===== src/rtl/multicycle_controller.sv =====
// Sequencing FSM for the multicycle R-type / I-arith / branch core.
// Drives datapath enables and selects per state, gates issue with run/step, and counts retirements.
module multicycle_controller #(
  parameter int CNT_W = 16
) (
  input  logic             clk,
  input  logic             reset,
  input  logic             run,
  input  logic             step,
  input  logic [6:0]       op,
  input  logic [2:0]       funct3,
  input  logic             funct7b5,
  input  logic             br_taken,
  output logic             pc_write,
  output logic             ir_write,
  output logic             reg_write,
  output logic [1:0]       alu_src_a,
  output logic [1:0]       alu_src_b,
  output logic             result_src,
  output logic             imm_src,
  output logic [3:0]       alu_control,
  output logic             halted,
  output logic [2:0]       state_dbg,
  output logic [CNT_W-1:0] instr_count
);

  typedef enum logic [2:0] {
    S_IDLE   = 3'b000,
    S_FETCH  = 3'b001,
    S_DECODE = 3'b010,
    S_EXECR  = 3'b011,
    S_EXECI  = 3'b100,
    S_ALUWB  = 3'b101,
    S_BRANCH = 3'b110,
    S_HALT   = 3'b111
  } state_t;

  localparam logic [6:0] OP_R = 7'b0110011;
  localparam logic [6:0] OP_I = 7'b0010011;
  localparam logic [6:0] OP_B = 7'b1100011;

  localparam logic [3:0] ALU_ADD  = 4'b0000;
  localparam logic [3:0] ALU_SUB  = 4'b0001;
  localparam logic [3:0] ALU_AND  = 4'b0010;
  localparam logic [3:0] ALU_OR   = 4'b0011;
  localparam logic [3:0] ALU_XOR  = 4'b0100;
  localparam logic [3:0] ALU_SLL  = 4'b0101;
  localparam logic [3:0] ALU_SRL  = 4'b0110;
  localparam logic [3:0] ALU_SRA  = 4'b0111;
  localparam logic [3:0] ALU_SLT  = 4'b1000;
  localparam logic [3:0] ALU_SLTU = 4'b1001;

  state_t           r_state;
  state_t           w_next;
  logic             r_step_s1;
  logic             r_step_s2;
  logic             r_step_prev;
  logic             r_step_rise;
  logic             w_go;
  logic [CNT_W-1:0] r_count;

  // funct7b5 selects SUB only for register ops; for immediates it is part of the
  // immediate except on the shift-right encoding, where it picks SRAI.
  function automatic logic [3:0] alu_decode(input logic [2:0] f3, input logic b5,
                                            input logic is_imm);
    logic [3:0] sel;
    sel = ALU_ADD;
    case (f3)
      3'b000:  sel = (b5 && !is_imm) ? ALU_SUB : ALU_ADD;
      3'b001:  sel = ALU_SLL;
      3'b010:  sel = ALU_SLT;
      3'b011:  sel = ALU_SLTU;
      3'b100:  sel = ALU_XOR;
      3'b101:  sel = b5 ? ALU_SRA : ALU_SRL;
      3'b110:  sel = ALU_OR;
      3'b111:  sel = ALU_AND;
      default: sel = ALU_ADD;
    endcase
    return sel;
  endfunction

  // Button path: two-flop synchroniser, edge register, then a registered one-cycle
  // rise pulse, giving four clock edges from button to FETCH.
  always_ff @(posedge clk or negedge reset) begin
    if (!reset) begin
      r_step_s1   <= 1'b0;
      r_step_s2   <= 1'b0;
      r_step_prev <= 1'b0;
      r_step_rise <= 1'b0;
    end else begin
      r_step_s1   <= step;
      r_step_s2   <= r_step_s1;
      r_step_prev <= r_step_s2;
      r_step_rise <= r_step_s2 & ~r_step_prev;
    end
  end

  // A rise pulse seen outside IDLE is simply lost; run and step together issue once.
  assign w_go = run | r_step_rise;

  always_ff @(posedge clk or negedge reset) begin
    if (!reset) begin
      r_state <= S_IDLE;
    end else begin
      r_state <= w_next;
    end
  end

  always_ff @(posedge clk or negedge reset) begin
    if (!reset) begin
      r_count <= '0;
    end else if (r_state == S_ALUWB || r_state == S_BRANCH) begin
      r_count <= r_count + 1'b1;
    end
  end

  always_comb begin
    w_next      = r_state;
    pc_write    = 1'b0;
    ir_write    = 1'b0;
    reg_write   = 1'b0;
    alu_src_a   = 2'b00;
    alu_src_b   = 2'b00;
    result_src  = 1'b0;
    imm_src     = 1'b0;
    alu_control = ALU_ADD;
    halted      = 1'b0;
    case (r_state)
      S_IDLE: begin
        if (w_go) w_next = S_FETCH;
      end
      S_FETCH: begin
        alu_src_a  = 2'b00;
        alu_src_b  = 2'b10;
        result_src = 1'b1;
        pc_write   = 1'b1;
        ir_write   = 1'b1;
        w_next     = S_DECODE;
      end
      S_DECODE: begin
        // oldPC + B-immediate precomputes the branch target into ALUOut.
        alu_src_a = 2'b01;
        alu_src_b = 2'b01;
        imm_src   = 1'b1;
        case (op)
          OP_R:    w_next = S_EXECR;
          OP_I:    w_next = S_EXECI;
          OP_B:    w_next = S_BRANCH;
          default: w_next = S_HALT;
        endcase
      end
      S_EXECR: begin
        alu_src_a   = 2'b10;
        alu_src_b   = 2'b00;
        alu_control = alu_decode(funct3, funct7b5, 1'b0);
        w_next      = S_ALUWB;
      end
      S_EXECI: begin
        alu_src_a   = 2'b10;
        alu_src_b   = 2'b01;
        imm_src     = 1'b0;
        alu_control = alu_decode(funct3, funct7b5, 1'b1);
        w_next      = S_ALUWB;
      end
      S_ALUWB: begin
        result_src = 1'b0;
        reg_write  = 1'b1;
        w_next     = S_IDLE;
      end
      S_BRANCH: begin
        // Compare via SUB; PC takes the ALUOut target only when the branch resolves taken.
        alu_src_a   = 2'b10;
        alu_src_b   = 2'b00;
        alu_control = ALU_SUB;
        result_src  = 1'b0;
        pc_write    = br_taken;
        w_next      = S_IDLE;
      end
      S_HALT: begin
        halted = 1'b1;
      end
      default: begin
        w_next = S_IDLE;
      end
    endcase
  end

  assign state_dbg   = r_state;
  assign instr_count = r_count;

endmodule


===== config.mk =====
export PLATFORM = sky130hd
export DESIGN_NAME = multicycle_controller
export DESIGN_NICKNAME = d
export VERILOG_FILES = /design/src/rtl/multicycle_controller.sv
export SDC_FILE = /design/constraint.sdc
export NUM_CORES = 1
export LEC_CHECK = 0
export CAP_MARGIN = 30
export CORE_MARGIN = 2
export CORE_UTILIZATION = 40
export CTS_CLUSTER_SIZE = 28
export DETAILED_ROUTE_END_ITERATION = 10
export PLACE_DENSITY = 0.79
export SLEW_MARGIN = 20
export SYNTH_ARGS = -nofsm -noshare
export SYNTH_HDL_FRONTEND = slang
export SYNTH_SLANG_ARGS = --single-unit

===== constraint.sdc =====
create_clock -name clk -period 2.8 [get_ports clk]
set_input_delay 0.42 -clock clk [delete_from_list [all_inputs] [get_ports clk]]
set_output_delay 0.42 -clock clk [all_outputs]
set_load 0.1 [all_outputs]

==> flow_summary.toml, run 1 <==
[yosys]
syn_area_um2 = 1180
ys_types = 29
ys_top_cells_by_count = "dfrtp_1, xnor2_1, nand2_1"
synth_edf_count = 0
syn-num-nets = 130
netlist_instances = 113
synth_top_cell_by_area = "dfrtp_1"
ys.flop_type = "dfrtp_1"
yosys.cell_count.top_type = "dfrtp_1"
async_flop_share = 1.00
synth_top_cell_area_share = 0.489
syn_avg_cell_area_um2 = 10.4
ys_seq_area_frac = 0.489
yosys_warnings = 0
netlist_top_cells_area = "dfrtp_1, xnor2_1, nor3b_4"
ys_ff_latch = 23

[cts]
clockRootBuffer = "clkbuf_4"
clkLatencyLatePin_ns = 0.30
ctsResizeCount = 0
cts_tree = "yes"
cts_made_buffers = 3
cts_setup_buffers = 0
cts_htree_levels = 1
clk_pin_slew_worst_paths_ns = 0.12
clkSinkCount = 23
clock_path_buffers = 2
postCtsHoldBufs = 0

[route]
vias = 1006
wl_mm = 2.35
dr.first_iter.drc_count = 21
dr.pass1.iters = 5
avgRoutedWirePerCell_um = 12.2
ant_nets = 0
drc_errors = 0
viasPerCell = 5.24

[global_routing]
grt_pass1_wl_mm = 4.11
antenna_found_initial = 0
overflow = 0
grt_usage = 0.154
grt_max_degree = 17
grt_pass1_vias = 966

[placed_design]
dpl.cell_count = 188
place.gp.congestion = 0.781
dp.final_hpwl_mm = 1.87
port_buffers = 48

[timing]
slew_headroom = 0.741
tightestPinTransition_ns = 0.387
fmax_ghz = 0.425
finalCritPeriodShare = 0.841
hold_viol_final = 0
rsz0062_at_grt = "false"
skew_ns = 0.00487
period_minus_slack_ns = 2.36
setup_viol = 0
slew_violations = 0

[final_layout]
finish.utilization = 0.623
final_cells = 192
fillers = 217
areaGrowthSynthToFinish_pct = 47.2
nets = 179
drive_gt1_frac = 0.329
antenna_cells = 0

[critical_path]
crit_type = "reg -> out"
cp.required_ns = 2.38
critPathArrivalTime_ns = 1.94
cp_max_fo = 14
start_kind = "flop"
crit_path_end_kind = "output port"

[floorplanning]
rows = 19
start_util = 0.423
die_width_um = 58.2
dieArea_um2 = 3390
io_pins = 49
die_h_um = 58.2
core-area_um2 = 2780

[min_path]
worstHoldPathType = "reg -> reg"

[job]
maxCapViolations = 0

[run_status]
status = "complete, no violations"
==> layout by cell type, fill, tap and decap left out, types with 4 or more instances in the layout <==
cell type	n
buf_4	29
nand3_1	7
buf_12	4
clkdlybuf4s50_1	15
nand2_1	9
o21ai_0	5
a21oi_1	4
xnor2_1	14
nor3b_4	4
dfrtp_1	20
nor2_1	4
nand4_1	5
==> layout make-up <==
| class | count | area, um^2 | area share |
|---|---|---|---|
| Tap cell | 31 | 38.8 | 0.0224 |
| Timing Repair Buffer | 49 | 463 | 0.267 |
| Inverter | 1 | 3.75 | 0.00217 |
| Clock buffer | 4 | 26.3 | 0.0152 |
| Multi-Input combinational cell | 84 | 621 | 0.358 |
| Sequential cell | 23 | 579 | 0.335 |
==> registers in the layout (all words and copies together) (netlist names) <==
| signal | cells |
|---|---|
| r_step_prev | 1 |
| instr_count | 16 |
| r_step_rise | 1 |
| state_dbg | 3 |
| r_step_s2 | 1 |
| r_step_s1 | 1 |
==> path summary, 6_finish.rpt <==
| kind | from | end | slack [ns] | cells after the start |
|---|---|---|---|---|
| setup / recovery | state_dbg[1]$_DFFE_PN0P_ | alu_control[3] | 0.44 | 5 |
| hold / removal | r_step_s1$_DFF_PN0_ | r_step_s2$_DFF_PN0_ | 0.37 | 0 |
| setup reg to reg | state_dbg[1]$_DFFE_PN0P_ | instr_count[14]$_DFFE_PN0P_ | 1.29 | 4 |
| hold reg to reg | r_step_s1$_DFF_PN0_ | r_step_s2$_DFF_PN0_ | 0.37 | 0 |
| max in group asynchronous | reset | instr_count[12]$_DFFE_PN0P_ | 1.98 | 2 |
| min in group asynchronous | reset | instr_count[3]$_DFFE_PN0P_ | 0.39 | 1 |
==> routing by layer <==
metal / vias to the layer above / global-route usage / routed length [um]
li1: 489 / - / -
met1: 460 / 0.203 / 1060
met2: 55 / 0.256 / 1070
met3: 2 / 0.0335 / 205
met4: 0 / 0.0432 / 12
met5: - / 0 / 0
==> per-stage QoR <==
stage	setup TNS, ns	area [um^2]	hold WS [ns]	setup slack [ns]
final	0	1730	0.366	0.444
after global routing	0	1730	0.375	0.299
after CTS	0	1730	0.369	0.424
after detailed placement	0	1710	0.339	0.625
after global placement	0	1690	0.338	0.684
after floorplan	-0.0776	1230	0.124	-0.0776
==> cells by family (layout without fill, tap and decap cells) <==
logic type,count (synthesis),count (layout),share of synthesized area
AND/OR/NAND/NOR,52,52,0.270
flip-flops,23,23,0.489
AO/OA/AOI/OAI,13,13,0.0617
adder cells (fa/ha/maj),1,1,0.0106
buffers and inverters,6,54,0.0255
multiplexers,1,1,0.00957
XOR/XNOR,17,17,0.133
==> critical path, stage by stage, from the launching register on <==
cell and delay, ns:
dfrtp_2 0.56, nor2b_1 0.25, nand2_1 0.14, o21a_1 0.22, nor3b_4 0.26, buf_12 0.21
Power of run 1 is not shown: default switching activity piles up to over one toggle a cycle in this logic, so the estimate is an artifact.
==> inputs of run 2 (changes only) <==
==> constraint.sdc (replaced) <==
create_clock -name clk -period 2.3 [get_ports clk]
set_input_delay 0.345 -clock clk [delete_from_list [all_inputs] [get_ports clk]]
set_output_delay 0.345 -clock clk [all_outputs]
set_load 0.1 [all_outputs]
==> run 2 against run 1 <==
Largest cell class unchanged. Register-to-register slack worse by 0.62 ns. Count of clock-buffer cells in the layout shrank 1. Highest routed layer unchanged. Clock skew shrank 0.0025 ns.
==> flow_summary.toml, run 2 (same netlist as run 1, synthesis figures left out) <==
[run_status]
status = "complete, no violations"

[min_path]
worstHoldPathType = "reg -> reg"
whs_endpoint = "r_step_s2$_DFF_PN0_"
hold_start = "r_step_s1$_DFF_PN0_"
whs_path_depth = 0

[timing]
fmax_ghz = 0.461
skew_ns = 0.00235
hold_viol_final = 0
hold_slack_ns = 0.375
period_minus_slack_ns = 2.17
rsz0062_at_grt = "false"
slew_headroom = 0.656
slew_violations = 0
finalCritPeriodShare = 0.942
tightestPinTransition_ns = 0.514
setup_viol = 0

[final_layout]
largest_reg_flops = 16
nets = 188
drive_gt1_frac = 0.388
areaGrowthSynthToFinish_pct = 64.4
antenna_cells = 0
finish.utilization = 0.695
layout_commonest_cell = "buf_4"
final_cell_mix = "buf_4, dfrtp_1, clkdlybuf4s50_1"

[critical_path]
path_cells = "buf_4 > nor3b_4 > nand2b_4 > buf_12"
cp.required_ns = 1.96
cp_max_fo = 8
rrSetupSlack_ns = 0.67
regToRegEndpoint = "instr_count[14]$_DFFE_PN0P_"
crit_slowest_cell = "dfrtp_4"
crit_path_max_incr_delay_ns = 0.54
critPathArrivalTime_ns = 1.82
crit_type = "reg -> out"
start_kind = "flop"
r2r_cells = 5
reg2reg_from = "state_dbg[1]$_DFFE_PN0P_"
crit_path_end_kind = "output port"

[floorplanning]
core-area_um2 = 2780
dieArea_um2 = 3390
die_h_um = 58.2
rows = 19
io_pins = 49
start_util = 0.423
die_width_um = 58.2

[cts]
clk_pin_slew_worst_paths_ns = 0.12
cts_tree = "yes"
clock_path_buffers = 2
cts_made_buffers = 3
clkLatencyLatePin_ns = 0.29
clockRootBuffer = "clkbuf_4"
clkSinkCount = 23
cts_htree_levels = 1
postCtsHoldBufs = 0

[global_routing]
grt_max_degree = 15
overflow = 0
grt_pass1_wl_mm = 4.46
grt_usage = 0.168
antenna_found_initial = 0
grt_pass1_vias = 1008

[route]
wl_mm = 2.70
dr.first_iter.drc_count = 20
avgRoutedWirePerCell_um = 13.4
vias = 1036
viasPerCell = 5.15
dr.pass1.iters = 4
drc_errors = 0
ant_nets = 0

[placed_design]
place.gp.congestion = 0.796
dp.final_hpwl_mm = 2.15
port_buffers = 48

[job]
maxCapViolations = 0
## run 2: cell types whose count changed in the layout (fill, tap and decap cells not counted), sizes merged
cell and change:
clkbuf -1, clkinv +1, buf +9
## run 2: worst max path at each step
stage	startpoint	end	slack (ns)	cells past startpoint
global placement	funct3[1]	alu_control[0]	0.34	6
detailed placement	funct3[1]	alu_control[0]	0.24	6
floorplan	state_dbg[2]$_DFFE_PN0P_	pc_write	-0.29	3
finish	state_dbg[2]$_DFFE_PN0P_	pc_write	0.13	4
CTS	state_dbg[0]$_DFFE_PN0P_	alu_control[3]	0.02	4
global route	state_dbg[2]$_DFFE_PN0P_	alu_control[3]	0.05	5
## run 2: layout make-up
type | instances | area (um^2)
clock buffers | 3 | 22.5
clock inverters | 1 | 5.00
fillers | 198 | 848
inverters | 1 | 3.75
multi-input cells | 84 | 656
flip-flops and latches | 23 | 584
well taps | 31 | 38.8
repair buffers | 58 | 623
## run 2: what timing repair did
item / CTS / global route
resized for setup: 1 / 1
endpoints found under the setup margin: 1 / 2
setup buffers: 0 / 8
## run 2: through the flow
step           TNS (ns)  setup slack, ns  std cells  area [um^2]
3_3_place_gp          0            0.336        189         1840
2_1_floorplan     -1.23           -0.287        113         1270
5_1_grt               0           0.0486        201         1930
3_5_place_dp          0            0.241        189         1840
4_1_cts               0           0.0170        193         1870
6_report              0            0.133        201         1930
## run 2: per-layer routing
layer	routed length (um)	vias up	part of all wire	track usage
met5	0	-	0	0
met4	14	0	0.0052	0.0399
met3	250	2	0.093	0.0580
met2	1430	42	0.53	0.308
met1	1010	488	0.37	0.186
li1	-	504	-	-
## run 2: critical path, delay by kind of cell (launching register included)
kind | cells | cell delay [ns]
flops | 1 | 0.54
buf+inv | 2 | 0.33
simple gates | 2 | 0.65
Power of run 2 is left out for the same reason.
==> inputs of run 3 (changes only) <==
--- a/config.mk
+++ b/config.mk
@@ -6,6 +6,7 @@
 export NUM_CORES = 1
 export LEC_CHECK = 0
 export CAP_MARGIN = 30
+export CORE_ASPECT_RATIO = 0.5
 export CORE_MARGIN = 2
 export CORE_UTILIZATION = 40
 export CTS_CLUSTER_SIZE = 28
==> run 3 against run 2 <==
Core utilization up 1.0 points. Global-route usage decreased by 0.19 points. Non-clock buffer count shrank 7. Critical path depth stayed put. Critical path type unchanged. Critical endpoint is now alu_control[3]. Highest routed layer is now met3.
==> flow_summary.toml, run 3 (same netlist as run 1, synthesis figures left out) <==
[run_status]
status = "complete, no violations"

[final_layout]
fillers = 211
layout_commonest_cell = "buf_4"
antenna_cells = 0
drive_gt1_frac = 0.356
largest_reg_flops = 16
ff_latch_area_um2 = 584
final_cells = 200
areaGrowthSynthToFinish_pct = 61.9
final_cell_mix = "buf_4, dfrtp_1, clkdlybuf4s50_1"
nets = 181
multi_input_area_um2 = 653

[timing]
skew_ns = 0.00165
fmax_ghz = 0.455
finalCritPeriodShare = 0.956
setup_viol = 0
slew_violations = 0
period_minus_slack_ns = 2.20
slew_headroom = 0.769
hold_viol_final = 0
tightestPinTransition_ns = 0.345
rsz0062_at_grt = "false"

[global_routing]
overflow = 0
grt_usage = 0.166
grt_pass1_wl_mm = 4.43
antenna_found_initial = 0
grt_max_degree = 24
grt_pass1_vias = 979

[floorplanning]
start_util = 0.436
core-area_um2 = 2700
rows = 13
die_width_um = 80.7
die_h_um = 42.3
io_pins = 49
dieArea_um2 = 3420

[cts]
cts_tree = "yes"
clkSinkCount = 23
clk_pin_slew_worst_paths_ns = 0.08
postCtsHoldBufs = 0
clock_path_buffers = 2
clockRootBuffer = "clkbuf_8"
cts_made_buffers = 3
cts_htree_levels = 1
clkLatencyLatePin_ns = 0.26

[route]
vias = 1011
drc_errors = 0
viasPerCell = 5.06
avgRoutedWirePerCell_um = 13.1
wl_mm = 2.61
dr.pass1.iters = 3
ant_nets = 0
dr.first_iter.drc_count = 46

[placed_design]
port_buffers = 48
dp.final_hpwl_mm = 2.03
dpl.cell_count = 196
place.gp.congestion = 0.729

[min_path]
worstHoldPathType = "reg -> reg"

[critical_path]
cp_max_fo = 14
start_kind = "flop"
crit_path_end_kind = "output port"
crit_type = "reg -> out"
critPathArrivalTime_ns = 1.85
cp.required_ns = 1.96

[job]
maxCapViolations = 0
-- run 3: changes by cell type in the layout (fill, tap and decap cells not counted), sizes merged --
cell,change
buf,-7
-- run 3: per-stage QoR --
| stage | area [um^2] | hold WS (ns) | setup slack, ns | utilization | TNS, ns |
|---|---|---|---|---|---|
| after floorplan | 1270 | 0.0494 | -0.287 | - | -1.23 |
| after global placement | 1860 | 0.342 | 0.335 | 0.687 | 0 |
| after detailed placement | 1860 | 0.336 | 0.280 | 0.687 | 0 |
| after CTS | 1900 | 0.356 | 0.0874 | 0.704 | 0 |
| after global routing | 1900 | 0.364 | 0.0313 | 0.705 | 0 |
| final | 1900 | 0.353 | 0.100 | 0.705 | 0 |
-- run 3: path summary, 6_finish.rpt --
path	startpoint	cells past startpoint	slack [ns]	endpoint
min in group asynchronous	reset	2	0.42	instr_count[1]$_DFFE_PN0P_
hold reg to reg	r_step_s1$_DFF_PN0_	0	0.35	r_step_s2$_DFF_PN0_
max in group asynchronous	reset	2	1.62	state_dbg[2]$_DFFE_PN0P_
setup / recovery	state_dbg[0]$_DFFE_PN0P_	4	0.10	alu_control[3]
setup reg to reg	state_dbg[1]$_DFFE_PN0P_	5	0.74	instr_count[13]$_DFFE_PN0P_
hold / removal	r_step_s1$_DFF_PN0_	0	0.35	r_step_s2$_DFF_PN0_
-- run 3: metal layers --
layer	wire, um	global-route usage
met3	121	0.0496
met5	0	0
met1	1110	0.193
met4	0	0.0373
met2	1380	0.303
-- run 3: worst max-delay path, stage by stage (launching register included) --
cell,delay [ns]
dfrtp_4,0.57
nand2b_1,0.29
o21a_4,0.29
nor3b_4,0.23
buf_12,0.20
-- run 3: layout make-up --
class | instances | area share
Tap cell | 37 | 0.0243
Clock buffer | 3 | 0.0217
Clock inverter | 1 | 0.00263
Timing Repair Buffer | 51 | 0.300
Multi-Input combinational cell | 84 | 0.343
Inverter | 1 | 0.00197
Sequential cell | 23 | 0.307
-- run 3: what timing repair did --
action,4_1_cts,5_1_grt
hold endpoints to repair,0,0
resized for setup,0,1
endpoints found under the setup margin,0,2
buffers inserted,0,0
Power of run 3 is left out for the same reason.
